$ cat config.mk
export PLATFORM = sky130hd
export DESIGN_NAME = host_pkt_read_engine
export DESIGN_NICKNAME = d
export VERILOG_FILES = /design/src/rtl/host_pkt_read_engine.sv
export SDC_FILE = /design/constraint.sdc
export NUM_CORES = 1
export LEC_CHECK = 0
export BUFFER_PORTS_ARGS = -buffer_cell sky130_fd_sc_hd__buf_2
export CAP_MARGIN = 20
export CORE_ASPECT_RATIO = 0.5
export CORE_MARGIN = 5
export CORE_UTILIZATION = 51
export DETAILED_ROUTE_END_ITERATION = 10
export PLACE_DENSITY = 0.76
export SYNTH_ARGS = -nofsm -noshare
export SYNTH_HDL_FRONTEND = slang
export SYNTH_SLANG_ARGS = --single-unit
$ cat constraint.sdc
create_clock -name i_clk -period 2.6 [get_ports i_clk]
set_clock_uncertainty 0.2 [all_clocks]
set_input_delay 0.26 -clock i_clk [delete_from_list [all_inputs] [get_ports i_clk]]
set_output_delay 0.26 -clock i_clk [all_outputs]
set_load 0.03 [all_outputs]
$ cat src/rtl/host_pkt_read_engine.sv
// host_pkt_read_engine
//   Host-side packet read engine sitting between the host output scheduler and the packet
//   centralized buffer (PCB). A descriptor {inport, bufid} either discards the buffer
//   (inport all-ones) or reads every line of the buffer and then frees it. All frees are
//   queued in a small FIFO and drained through a held request/ack free port.
//
// Ports
//   i_clk, i_rst_n            clock, asynchronous active-low reset
//   iv_pkt_descriptor         {inport, bufid}, qualified by i_pkt_descriptor_wr
//   o_pkt_descriptor_ready    descriptor may be accepted this cycle (registered)
//   ov_pkt_bufid / o_pkt_bufid_wr / i_pkt_bufid_ack       free request to the PCB
//   ov_pkt_raddr / o_pkt_rd / i_pkt_raddr_ack             line read request to the PCB
//   i_pkt_rd_req              downstream can take another line
//   i_pkt_last_cycle_rx       current line is the last of the packet
//   i_pkt_rx_valid            line data returned by the PCB
//   ov_pkt_inport             inport of the packet being read
//   ov_read_state             read FSM state (debug)
//   ov_freeq_cnt              free FIFO occupancy
//   ov_desc_cnt / ov_drop_cnt / ov_overrun_cnt   wrapping event counters
module host_pkt_read_engine #(
  parameter int unsigned BUFID_W     = 9,
  parameter int unsigned INPORT_W    = 4,
  parameter int unsigned LINE_W      = 7,
  parameter int unsigned FIRST_GAP   = 9,
  parameter int unsigned FREEQ_DEPTH = 4
) (
  input  logic                             i_clk,
  input  logic                             i_rst_n,
  input  logic [INPORT_W+BUFID_W-1:0]      iv_pkt_descriptor,
  input  logic                             i_pkt_descriptor_wr,
  output logic                             o_pkt_descriptor_ready,
  output logic [BUFID_W-1:0]               ov_pkt_bufid,
  output logic                             o_pkt_bufid_wr,
  input  logic                             i_pkt_bufid_ack,
  output logic [BUFID_W+LINE_W-1:0]        ov_pkt_raddr,
  output logic                             o_pkt_rd,
  input  logic                             i_pkt_raddr_ack,
  input  logic                             i_pkt_rd_req,
  input  logic                             i_pkt_last_cycle_rx,
  input  logic                             i_pkt_rx_valid,
  output logic [INPORT_W-1:0]              ov_pkt_inport,
  output logic [2:0]                       ov_read_state,
  output logic [$clog2(FREEQ_DEPTH):0]     ov_freeq_cnt,
  output logic [15:0]                      ov_desc_cnt,
  output logic [15:0]                      ov_drop_cnt,
  output logic [15:0]                      ov_overrun_cnt
);

  localparam int unsigned AddrW = BUFID_W + LINE_W;
  localparam int unsigned CntW  = $clog2(FREEQ_DEPTH) + 1;
  localparam int unsigned PtrW  = (FREEQ_DEPTH > 1) ? $clog2(FREEQ_DEPTH) : 1;
  localparam int unsigned GapW  = $clog2(FIRST_GAP + 1) + 1;

  localparam logic [CntW-1:0] DepthC  = CntW'(FREEQ_DEPTH);
  localparam logic [PtrW-1:0] PtrLast = PtrW'(FREEQ_DEPTH - 1);
  localparam logic [GapW-1:0] GapMax  = GapW'(FIRST_GAP);

  typedef enum logic [2:0] {
    StIdle  = 3'd0,
    StFirst = 3'd1,
    StAck   = 3'd2,
    StRx    = 3'd3,
    StCyc   = 3'd4,
    StNext  = 3'd5
  } state_e;

  state_e               state_q, state_d;
  logic [BUFID_W-1:0]   bufid_q, bufid_d;
  logic [INPORT_W-1:0]  inport_q, inport_d;
  logic [AddrW-1:0]     raddr_q, raddr_d;
  logic                 rd_q, rd_d;
  logic [GapW-1:0]      gap_q, gap_d;
  logic                 ready_q, ready_d;
  logic [15:0]          desc_cnt_q, desc_cnt_d;
  logic [15:0]          drop_cnt_q, drop_cnt_d;
  logic [15:0]          ovr_cnt_q, ovr_cnt_d;

  // Free FIFO
  logic [BUFID_W-1:0]   mem_q [FREEQ_DEPTH];
  logic [PtrW-1:0]      wr_ptr_q, wr_ptr_d;
  logic [PtrW-1:0]      rd_ptr_q, rd_ptr_d;
  logic [CntW-1:0]      cnt_q, cnt_d;
  logic                 push, pop;
  logic [BUFID_W-1:0]   push_bufid;

  // Free port
  logic                 free_wr_q, free_wr_d;
  logic [BUFID_W-1:0]   free_bufid_q, free_bufid_d;

  logic [INPORT_W-1:0]  desc_inport;
  logic [BUFID_W-1:0]   desc_bufid;
  logic                 accept;
  logic                 discard;
  logic [LINE_W-1:0]    line;
  logic                 line_is_first;
  logic                 line_is_max;
  logic [GapW-1:0]      gap_inc;
  logic                 read_due;

  assign desc_inport   = iv_pkt_descriptor[INPORT_W+BUFID_W-1 -: INPORT_W];
  assign desc_bufid    = iv_pkt_descriptor[BUFID_W-1:0];
  assign accept        = i_pkt_descriptor_wr && ready_q;
  assign discard       = &desc_inport;
  assign line          = raddr_q[LINE_W-1:0];
  assign line_is_first = (line == '0);
  assign line_is_max   = &line;
  // Saturate so a slow rx_valid cannot wrap the counter past the compare value.
  assign gap_inc       = (gap_q == GapMax) ? gap_q : gap_q + GapW'(1);

  // Read FSM and descriptor intake
  always_comb begin
    state_d    = state_q;
    bufid_d    = bufid_q;
    inport_d   = inport_q;
    raddr_d    = raddr_q;
    rd_d       = rd_q;
    gap_d      = gap_q;
    desc_cnt_d = desc_cnt_q;
    drop_cnt_d = drop_cnt_q;
    ovr_cnt_d  = ovr_cnt_q;
    push       = 1'b0;
    push_bufid = bufid_q;
    read_due   = 1'b0;

    unique case (state_q)
      StIdle: begin
        if (accept) begin
          desc_cnt_d = desc_cnt_q + 16'd1;
          if (discard) begin
            push       = 1'b1;
            push_bufid = desc_bufid;
            drop_cnt_d = drop_cnt_q + 16'd1;
          end else begin
            bufid_d  = desc_bufid;
            inport_d = desc_inport;
            state_d  = StFirst;
          end
        end
      end
      StFirst: begin
        if (i_pkt_rd_req) begin
          raddr_d = {bufid_q, {LINE_W{1'b0}}};
          rd_d    = 1'b1;
          state_d = StAck;
        end
      end
      StAck: begin
        if (i_pkt_raddr_ack) begin
          rd_d    = 1'b0;
          state_d = StRx;
          if (line_is_first) gap_d = '0;
        end
      end
      StRx: begin
        gap_d = gap_inc;
        if (i_pkt_rx_valid) state_d = StCyc;
      end
      StCyc: begin
        gap_d = gap_inc;
        if (i_pkt_last_cycle_rx) begin
          push    = 1'b1;
          state_d = StIdle;
        end else begin
          state_d = StNext;
        end
      end
      StNext: begin
        gap_d = gap_inc;
        // The second line must wait for the PCB write of the first to stay ahead.
        if (line_is_first) begin
          read_due = (gap_q == GapMax);
        end else if (i_pkt_last_cycle_rx) begin
          push    = 1'b1;
          state_d = StIdle;
        end else begin
          read_due = i_pkt_rd_req;
        end
        if (read_due) begin
          if (line_is_max) begin
            push      = 1'b1;
            ovr_cnt_d = ovr_cnt_q + 16'd1;
            state_d   = StIdle;
          end else begin
            raddr_d = raddr_q + AddrW'(1);
            rd_d    = 1'b1;
            state_d = StAck;
          end
        end
      end
      default: state_d = StIdle;
    endcase
  end

  // Free FIFO bookkeeping and free port
  always_comb begin
    wr_ptr_d     = wr_ptr_q;
    rd_ptr_d     = rd_ptr_q;
    cnt_d        = cnt_q;
    free_wr_d    = free_wr_q;
    free_bufid_d = free_bufid_q;
    pop          = free_wr_q && i_pkt_bufid_ack;

    if (push) wr_ptr_d = (wr_ptr_q == PtrLast) ? '0 : wr_ptr_q + PtrW'(1);
    if (pop)  rd_ptr_d = (rd_ptr_q == PtrLast) ? '0 : rd_ptr_q + PtrW'(1);
    if (push && !pop)      cnt_d = cnt_q + CntW'(1);
    else if (!push && pop) cnt_d = cnt_q - CntW'(1);

    // A request only starts from an idle port, giving one idle cycle between frees.
    if (free_wr_q) begin
      if (i_pkt_bufid_ack) free_wr_d = 1'b0;
    end else if (cnt_q != '0) begin
      free_wr_d    = 1'b1;
      free_bufid_d = mem_q[rd_ptr_q];
    end

    ready_d = (state_d == StIdle) && (cnt_d < DepthC);
  end

  always_ff @(posedge i_clk or negedge i_rst_n) begin
    if (!i_rst_n) begin
      state_q      <= StIdle;
      bufid_q      <= '0;
      inport_q     <= '0;
      raddr_q      <= '0;
      rd_q         <= 1'b0;
      gap_q        <= '0;
      ready_q      <= 1'b0;
      desc_cnt_q   <= '0;
      drop_cnt_q   <= '0;
      ovr_cnt_q    <= '0;
      wr_ptr_q     <= '0;
      rd_ptr_q     <= '0;
      cnt_q        <= '0;
      free_wr_q    <= 1'b0;
      free_bufid_q <= '0;
    end else begin
      state_q      <= state_d;
      bufid_q      <= bufid_d;
      inport_q     <= inport_d;
      raddr_q      <= raddr_d;
      rd_q         <= rd_d;
      gap_q        <= gap_d;
      ready_q      <= ready_d;
      desc_cnt_q   <= desc_cnt_d;
      drop_cnt_q   <= drop_cnt_d;
      ovr_cnt_q    <= ovr_cnt_d;
      wr_ptr_q     <= wr_ptr_d;
      rd_ptr_q     <= rd_ptr_d;
      cnt_q        <= cnt_d;
      free_wr_q    <= free_wr_d;
      free_bufid_q <= free_bufid_d;
    end
  end

  // Storage needs no reset: occupancy and pointers define validity.
  always_ff @(posedge i_clk) begin
    if (push) mem_q[wr_ptr_q] <= push_bufid;
  end

  assign o_pkt_descriptor_ready = ready_q;
  assign ov_pkt_bufid           = free_bufid_q;
  assign o_pkt_bufid_wr         = free_wr_q;
  assign ov_pkt_raddr           = raddr_q;
  assign o_pkt_rd               = rd_q;
  assign ov_pkt_inport          = inport_q;
  assign ov_read_state          = state_q;
  assign ov_freeq_cnt           = cnt_q;
  assign ov_desc_cnt            = desc_cnt_q;
  assign ov_drop_cnt            = drop_cnt_q;
  assign ov_overrun_cnt         = ovr_cnt_q;

endmodule

==> results.sh <==
export IMPL_worstPathArrival_ns=2.85
export IMPL_period_share_pct=105
export IMPL_crit_path_start_kind="flop"
export IMPL_rsz0062_at_grt="true"
export IMPL_num_antenna_cells=0
export IMPL_irDropWorstVdd_mv=0.520
export IMPL_syn_area_sq_mm=0.00636
export IMPL_cts_sinks=140
export IMPL_gr_usage_all_layers_pct=19.6
export IMPL_r2r_start="ov_pkt_raddr[5]$_DFFE_PN0P_"
export IMPL_hold_ws_ns=0.0472
export IMPL_synth_distinct_cells=55
export IMPL_core_sq_mm=0.0120
export IMPL_cts_buffer_depth=2
export IMPL_syn_avg_cell_area_sq_um=12.6
export IMPL_synth_top_cell_by_area="dfrtp_1"
export IMPL_min_from="i_pkt_last_cycle_rx"
export IMPL_route_detailed_drc=0
export IMPL_grt_busiest_layer="met2"
export IMPL_synthFlopType="dfrtp_1"
export IMPL_setup_viol=2
export IMPL_syn_inst=505
export IMPL_rr_worst_depth=11
export IMPL_gr_usage_met1_pct=25.7
export IMPL_die_y_um=89.0
export IMPL_synth_edf_count=36
export IMPL_fin_nets=706
export IMPL_cts_tree="done"
export IMPL_die_area_sq_mm=0.0149
export IMPL_cap_violations=0
export IMPL_reg2reg_setup_slack_ns=-0.14
export IMPL_grt_pass1_vias=4616
export IMPL_dr_first_iter_drc_count=244
export IMPL_h_tree_depth=4
export IMPL_fill_cells=860
export IMPL_vias_per_cell=5.33
export IMPL_drive_gt1_share_pct=36.9
export IMPL_synth_nets=543
export IMPL_hold_depth=4
export IMPL_synth_area_leaders="dfrtp_1 (41%), edfxtp_1 (17%), mux2_2 (5.7%)"
export IMPL_grt_max_degree=41
export IMPL_antenna_found_initial=0
export IMPL_hold_path_end="ov_read_state[0]$_DFF_PN0_"
export IMPL_clkTransAtPathRegs_ns=0.06
export IMPL_min_delay_path_class="primary input to flop"
export IMPL_dr_total_vias=4505
export IMPL_worst_pin_slew_ns=0.588
export IMPL_finalWorstSetupSlack_ns=-0.141
export IMPL_ys_warn_count=0
export IMPL_critPathMaxFanout=6
export IMPL_p_leak_nw=3.72
export IMPL_cts_buffers=17
export IMPL_critPathRequiredTime_ns=2.71
export IMPL_max_freq_mhz=365
export IMPL_grt_use_met3_pct=4.15
export IMPL_antenna_left=0
export IMPL_final_cell_mix="buf_2 (105), dfrtp_1 (100), nand2_1 (41)"
export IMPL_status="finished with violations"
export IMPL_synth_top_area_share_pct=40.9
export IMPL_violations="negative setup slack"
export IMPL_power_density_mw_per_mm2=1050
export IMPL_slew_violations=0
export IMPL_root_buffer="clkbuf_16"
export IMPL_place_congestion=0.826
export IMPL_port_buffers=106
export IMPL_clock_latency_ns=0.41
export IMPL_async_flop_share_pct=74.3
export IMPL_use_met2_pct=32.4
export IMPL_place_hpwl_mm=9.74
export IMPL_pin_count=107
export IMPL_start_util_pct=52.9
export IMPL_grt_pass1_wl_mm=22.9
export IMPL_dpl_worst_slack_ns=-0.0922
export IMPL_routed_wl_mm=13.9
export IMPL_seq_area_frac_synth_pct=57.9
export IMPL_period_minus_slack_ns=2.74
export IMPL_finalHoldViolations=0
export IMPL_grt_ovfl_total=0
export IMPL_syn2layout_area_growth_pct=28.6
export IMPL_slew_headroom_pct=60.8
export IMPL_critPathKind="flop to flop"
export IMPL_wire_per_inst_um=16.4
export IMPL_cp_end_kind="flop"
export IMPL_dr_pass1_iters=4
export IMPL_ys_seq_elements=140
export IMPL_die_w_um=168
export IMPL_fp_row_count=28
export IMPL_reg2reg_to="o_pkt_descriptor_ready$_DFF_PN0_"
export IMPL_final_common_cell="buf_2"
## state kept, by name, summed over array words and instances, names as in the netlist, 2 cells and up
name / count
mem_q: 36
ov_desc_cnt: 16
ov_drop_cnt: 16
ov_overrun_cnt: 16
ov_pkt_raddr: 16
bufid_q: 9
ov_pkt_bufid: 9
gap_q: 5
ov_pkt_inport: 4
ov_freeq_cnt: 3
ov_read_state: 3
rd_ptr_q: 2
wr_ptr_q: 2
## layer usage
metal / vias to the layer above / share of wire (%) / wire length (um)
met2: 91 / 48 / 6600
met5: - / 0 / 0
met3: 19 / 4.0 / 555
met1: 2230 / 47 / 6470
li1: 2165 / - / -
met4: 0 / 1.7 / 231
## cells in the mapped netlist, types with 5 or more instances
| master | count |
|---|---|
| o21ai_0 | 11 |
| xor2_1 | 15 |
| and2_1 | 8 |
| ha_1 | 17 |
| nand2b_1 | 5 |
| mux4_2 | 9 |
| nand2_1 | 42 |
| inv_1 | 16 |
| nand3_1 | 23 |
| clkbuf_1 | 8 |
| a21oi_1 | 11 |
| dfrtp_1 | 104 |
| and4_1 | 6 |
| nor2_1 | 29 |
| buf_2 | 5 |
| xnor2_1 | 35 |
| and3_1 | 11 |
| nor2b_1 | 6 |
| mux2_2 | 32 |
| nand4_1 | 15 |
| edfxtp_1 | 36 |
| o22a_1 | 6 |
## layout make-up
type	instances	area, sq um	share of cell area, %
clock buffers	22	518	6.34
multi-input cells	332	2610	31.9
well taps	165	206	2.52
repair buffers	161	1010	12.3
clock inverters	10	86.3	1.06
inverters	16	62.6	0.765
flip-flops and latches	140	3690	45.1
## worst max-delay path by stage
stage	cells past startpoint	slack, ns	start	end
final	11	-0.14	ov_pkt_raddr[5]$_DFFE_PN0P_	o_pkt_descriptor_ready$_DFF_PN0_
after floorplan	13	-0.15	ov_pkt_raddr[2]$_DFFE_PN0P_	o_pkt_descriptor_ready$_DFF_PN0_
after CTS	11	-0.08	ov_pkt_raddr[5]$_DFFE_PN0P_	o_pkt_descriptor_ready$_DFF_PN0_
after global routing	11	-0.23	ov_pkt_raddr[5]$_DFFE_PN0P_	o_pkt_descriptor_ready$_DFF_PN0_
after detailed placement	7	-0.09	ov_pkt_raddr[1]$_DFFE_PN0P_	mem_q[0][6]$_DFFE_PP_
after global placement	7	-0.006	ov_pkt_raddr[1]$_DFFE_PN0P_	mem_q[1][6]$_DFFE_PP_
## per-stage QoR
| stage | total power, mW | utilization [%] | TNS (ns) | std cells | area, sq um |
|---|---|---|---|---|---|
| 3_5_place_dp | 6.02 | 61.3 | -2.41 | 797 | 7370 |
| 4_1_cts | 8.52 | 67.6 | -0.0754 | 843 | 8120 |
| 2_1_floorplan | 5.04 | - | -0.184 | 505 | 6400 |
| 3_3_place_gp | 5.93 | 61.3 | -0.0981 | 797 | 7370 |
| 6_report | 8.55 | 68.0 | -0.198 | 846 | 8180 |
| 5_1_grt | 9.00 | 68.0 | -0.393 | 846 | 8180 |
## what timing repair did
item | CTS | global route
gates resized for setup | 3 | 12
endpoints found under the hold margin | 47 | 0
pin swaps | 0 | 2
buffers inserted | 0 | 3
hold buffers | 14 | 0
endpoints found under the setup margin | 37 | 39
## critical path, stage by stage (launching register included)
cell and delay [ns]:
dfrtp_2 0.44, or4_4 0.55, o21ai_4 0.15, a21oi_2 0.08, a311o_2 0.38, inv_4 0.08
ha_4 0.13, nand2_2 0.04, nor2_2 0.09, a21oi_2 0.05, xnor2_1 0.20, nor4bb_2 0.25
## logic make-up after synthesis
group	count (synthesis)	share of synthesized area, %
AO/OA/AOI/OAI	53	6.04
multiplexers	44	9.48
XOR/XNOR	50	6.89
flip-flops	140	57.9
AND/OR/NAND/NOR	168	14.1
adder cells (fa/ha/maj)	17	3.35
buffers and inverters	33	2.20
## power by group
group	total, mW	switching (mW)	internal, mW
Sequential	3.22	0.424	2.79
Clock	2.45	1.01	1.45
Combinational	2.87	1.63	1.25
Total	8.55	3.06	5.49
Note: power is estimated with default switching activity, not from simulation.
